<file path="config.mk">
export PLATFORM = sky130hd
export DESIGN_NAME = vga_sync_gen
export DESIGN_NICKNAME = d
export VERILOG_FILES = /design/src/rtl/vga_sync_gen.sv
export SDC_FILE = /design/constraint.sdc
export NUM_CORES = 1
export LEC_CHECK = 0
export CORE_MARGIN = 1.5
export CORE_UTILIZATION = 24
export CTS_BUF_LIST = sky130_fd_sc_hd__clkbuf_8
export DETAILED_ROUTE_END_ITERATION = 16
export SKIP_LAST_GASP = 1
export SYNTH_ARGS = -nofsm -noshare
export SYNTH_HDL_FRONTEND = slang
export SYNTH_SLANG_ARGS = --single-unit
</file>
<file path="constraint.sdc">
create_clock -name clk -period 4 [get_ports clk]
set_clock_uncertainty 0.2 [all_clocks]
set_input_delay 0.4 -clock clk [delete_from_list [all_inputs] [get_ports clk]]
set_output_delay 0.4 -clock clk [all_outputs]
set_load 0.02 [all_outputs]
</file>
<file path="src/rtl/vga_sync_gen.sv">
// Raster timing generator for 640x480 @ 60 Hz VGA: pixel-rate divider, H/V raster
// counters and registered sync/blanking decode aligned with the counters.
module vga_sync_gen #(
    parameter int PIX_DIV   = 2,
    parameter int H_DISPLAY = 640,
    parameter int H_FRONT   = 16,
    parameter int H_SYNC    = 96,
    parameter int H_BACK    = 48,
    parameter int V_DISPLAY = 480,
    parameter int V_FRONT   = 10,
    parameter int V_SYNC    = 2,
    parameter int V_BACK    = 33
) (
    input  logic       clk,
    input  logic       reset,
    output logic [9:0] HCount,
    output logic [9:0] VCount,
    output logic       hsync,
    output logic       vsync,
    output logic       video_on,
    output logic       pixel_tick,
    output logic       frame_start
);

    localparam int H_TOTAL = H_DISPLAY + H_FRONT + H_SYNC + H_BACK;
    localparam int V_TOTAL = V_DISPLAY + V_FRONT + V_SYNC + V_BACK;
    localparam int DIV_W   = (PIX_DIV > 1) ? $clog2(PIX_DIV) : 1;

    localparam logic [DIV_W-1:0] DIV_LAST = DIV_W'(PIX_DIV - 1);
    localparam logic [9:0] H_LAST   = 10'(H_TOTAL - 1);
    localparam logic [9:0] V_LAST   = 10'(V_TOTAL - 1);
    localparam logic [9:0] H_VIS    = 10'(H_DISPLAY);
    localparam logic [9:0] V_VIS    = 10'(V_DISPLAY);
    localparam logic [9:0] HS_FIRST = 10'(H_DISPLAY + H_FRONT);
    localparam logic [9:0] HS_LAST  = 10'(H_DISPLAY + H_FRONT + H_SYNC - 1);
    localparam logic [9:0] VS_FIRST = 10'(V_DISPLAY + V_FRONT);
    localparam logic [9:0] VS_LAST  = 10'(V_DISPLAY + V_FRONT + V_SYNC - 1);

    logic [DIV_W-1:0] div_cnt;
    logic [DIV_W-1:0] div_next;
    logic [9:0]       h_next;
    logic [9:0]       v_next;
    logic             line_end;
    logic             frame_end;

    function automatic logic in_window(input logic [9:0] pos,
                                       input logic [9:0] first,
                                       input logic [9:0] last);
        return (pos >= first) && (pos <= last);
    endfunction

    // With PIX_DIV = 1 the divider never leaves 0, so the tick is permanently high.
    assign pixel_tick = (div_cnt == DIV_LAST);

    always_comb begin
        div_next  = pixel_tick ? '0 : div_cnt + DIV_W'(1);
        h_next    = HCount;
        v_next    = VCount;
        line_end  = pixel_tick && (HCount == H_LAST);
        frame_end = line_end && (VCount == V_LAST);
        if (pixel_tick) begin
            h_next = line_end ? 10'd0 : HCount + 10'd1;
        end
        if (line_end) begin
            v_next = (VCount == V_LAST) ? 10'd0 : VCount + 10'd1;
        end
    end

    // Decodes are taken from the next-state counters so they land on the same edge.
    always_ff @(posedge clk) begin
        if (reset) begin
            div_cnt     <= '0;
            HCount      <= 10'd0;
            VCount      <= 10'd0;
            hsync       <= 1'b1;
            vsync       <= 1'b1;
            video_on    <= 1'b1;
            frame_start <= 1'b0;
        end else begin
            div_cnt     <= div_next;
            HCount      <= h_next;
            VCount      <= v_next;
            hsync       <= !in_window(h_next, HS_FIRST, HS_LAST);
            vsync       <= !in_window(v_next, VS_FIRST, VS_LAST);
            video_on    <= (h_next < H_VIS) && (v_next < V_VIS);
            frame_start <= frame_end;
        end
    end

endmodule

</file>
==> flow_metrics.py <==
metrics = {
    "power": {
        "p_per_area_nw_per_um2": 234,
        "ir_worst_vdd_v": 0.000119,
        "leakagePower_nw": 0.553,
    },
    "place": {
        "gp_congestion": 0.820,
        "io_buffers": 26,
        "placed_cell_area_um2": 1800,
        "hpwlAfterDp_mm": 2.87,
        "numPlacedInstances": 278,
    },
    "timing": {
        "whs_ps": 361,
        "fin_tns_setup_ps": 0,
        "drv_slew": 0,
        "setup_viol": 0,
        "hold_viol_final": 0,
        "rsz0062_at_grt": "no",
        "max_freq_mhz": 386,
        "relSlewSlack_pct": 38.0,
        "layout_min_cycle_time_ps": 2590,
        "worst_pin_slew_ps": 918,
        "period_share_pct": 64.8,
    },
    "clock_network": {
        "cts_setup_buffers": 0,
        "cts_root_buf": "clkbuf_8",
        "cts_buffers": 3,
        "cts_tree": "yes",
        "clockBufferDepth": 2,
        "cts_sinks": 25,
        "holdBufCountCts": 0,
        "htreeDepth": 1,
        "cts_resized": 0,
        "clkTransAtPathRegs_ps": 100,
        "worstSkewPairLatency_ps": 270,
    },
    "worst_setup_path": {
        "critical_path_arrival_ps": 2540,
        "ff2ff_path_depth": 7,
        "ff2ff_setup_slack_ps": 1410,
        "cpPeakStageDelay_ps": 550,
        "startpoint_type": "flop",
        "end_kind": "flop",
        "crit_type": "reg2reg",
        "r2r-start": "HCount[0]",
        "cp_slowest_cell": "or4b_4",
        "crit_chain": "ha_1 > and4_4 > nand3_2 > or4b_4 > xor2_1 > and4bb_1 > nand4_1",
        "reg2reg_to": "vsync",
        "worstPathRequired_ps": 3950,
        "worstPathMaxFanout": 8,
    },
    "layout": {
        "seqCellArea_um2": 500,
        "final_util_pct": 30.7,
        "area_delta_synth_final_pct": 20.9,
        "layout.nets": 213,
        "stdcell_area_um2": 1850,
        "final_layout_size_suffix_gt1_share_pct": 5.80,
        "multi_input_area_um2": 925,
        "fillers": 678,
        "fin_cells": 282,
        "diodes": 0,
    },
    "drt": {
        "drt-wirelength-per-cell_um": 13.9,
        "drtIter0Drc": 156,
        "drt-pass1-iter-count": 4,
        "vias_per_cell": 5.21,
        "ant_nets": 0,
        "vias": 1470,
        "finalWirelength_mm": 3.92,
        "drc": 0,
    },
    "die": {
        "die-area_um2": 6860,
        "initial_core_util_pct": 25.4,
        "core_um2": 6030,
        "rows": 28,
        "die_y_um": 82.9,
        "die_w_um": 82.9,
        "ios": 27,
    },
    "global_route": {
        "grt_pass1_wl_mm": 6.81,
        "grt_pass1_vias": 1391,
        "grt_max_degree": 16,
        "grtUsageTotal_pct": 11.7,
        "grt.overflow.total": 0,
        "antenna_found_initial": 0,
    },
    "synthesis": {
        "synthFlopType": "dfxtp_1",
        "postSynthAreaPerCell_um2": 8.14,
        "synth_edf_count": 0,
        "ys_seq_elements": 25,
        "async_flop_share_pct": 0,
        "syn-num-nets": 193,
        "synth_seq_area_share_pct": 32.7,
        "yosysWarnings": 0,
        "ys_types": 48,
        "synthCells": 188,
        "netlist_area_um2": 1530,
    },
    "outcome": {
        "status": "finished clean",
    },
    "job": {
        "drv_cap": 0,
    },
    "worst_hold_path": {
        "holdPathEnd": "HCount[1]",
        "hold_depth": 2,
        "hp-start": "HCount[1]",
        "hold_class": "reg2reg",
    },
}
[power breakdown]
part / internal, mW / leakage (nW) / switching [mW]
Sequential: 0.251 / 0.202 / 0.00552
Combinational: 0.00974 / 0.330 / 0.0111
Clock: 0.0706 / 0.0217 / 0.0853
[worst max-delay path, delay by kind of cell (launching register included)]
family	cells	cell delay, ps
and+or+nand+nor	5	1340
xor gates and xnor gates	1	170
adders and majority gates	1	280
DFF	1	480
[layout make-up]
class | count | share of cell area [%]
repair buffers | 27 | 14.5
clock buffers | 3 | 2.23
flip-flops and latches | 25 | 27.0
inverters | 4 | 0.811
multi-input cells | 147 | 50.0
clock inverters | 1 | 0.406
well taps | 75 | 5.07
[how the worst max path moves through the flow]
stage	from	end	slack [ps]	cells past startpoint
finish	HCount[0]	vsync	1410	7
global route	HCount[9]	vsync	1230	6
CTS	HCount[0]	vsync	1400	7
detailed placement	HCount[0]	vsync	1420	7
global placement	HCount[0]	vsync	1420	7
floorplan	HCount[0]	vsync	1530	7
[Yosys cell counts (4+ instances only)]
library cell	count	area, um2
dfxtp_1	25	500
nor2_1	22	82.6
nand2_1	18	67.6
a21oi_1	12	60.1
nor3_1	11	55.1
o21ai_0	8	40.0
xnor2_1	8	70.1
nand3_1	7	35.0
a31oi_1	6	37.5
nand4_1	6	37.5
xor2_1	6	52.6
clkbuf_1	5	18.8
inv_1	4	15.0
[cell families (layout without fill, tap and decap cells)]
logic type      count (synthesis)  count (layout)  synth area share (%)
fa+ha+maj                       3               3                  2.45
mux                             1               1                 0.654
buf+inv                        16              35                  6.87
xor+xnor                       14              14                  8.01
flops                          25              25                  32.7
simple gates                   92              92                  34.4
compound gates                 37              37                  14.9
[cells in the final DEF (no fill, tap or decap), drive strengths merged, types with 2 or more instances in the layout]
master         synthesis  layout
nand3b                 2       2
a21oi                 12      12
a31oi                  6       6
xor2                   6       6
a22oi                  2       2
ha                     3       3
nand2b                 2       2
nand4b                 3       3
a21o                   2       2
clkbuf                 8       3
nand2                 18      18
xnor2                  8       8
nand4                  6       6
clkdlybuf4s50          0      26
or4                    2       2
nor3                  11      11
and2                   2       2
and4                   3       3
nand3                  8       8
dfxtp                 25      25
nand4bb                2       2
inv                    4       4
o21ai                  8       8
nor2                  22      22
[sequential cells by signal, indices dropped and copies added, names as in the netlist]
signal	cells
HCount	10
VCount	10
frame_start	1
hsync	1
pixel_tick	1
video_on	1
vsync	1
[stage by stage]
step,power (mW),setup slack (ps)
detailed placement,0.283,1420
global placement,0.283,1420
CTS,0.442,1400
finish,0.433,1410
global route,0.455,1230
floorplan,0.274,1530
[routing by layer]
metal	GRT usage, %	share of wire [%]	vias up
met5	0	0	-
met4	3.48	1.3	0
met3	1.99	3.0	4
met2	18.8	48	30
met1	16.2	48	711
li1	-	-	725
Note: power is estimated with default switching activity, not from simulation.
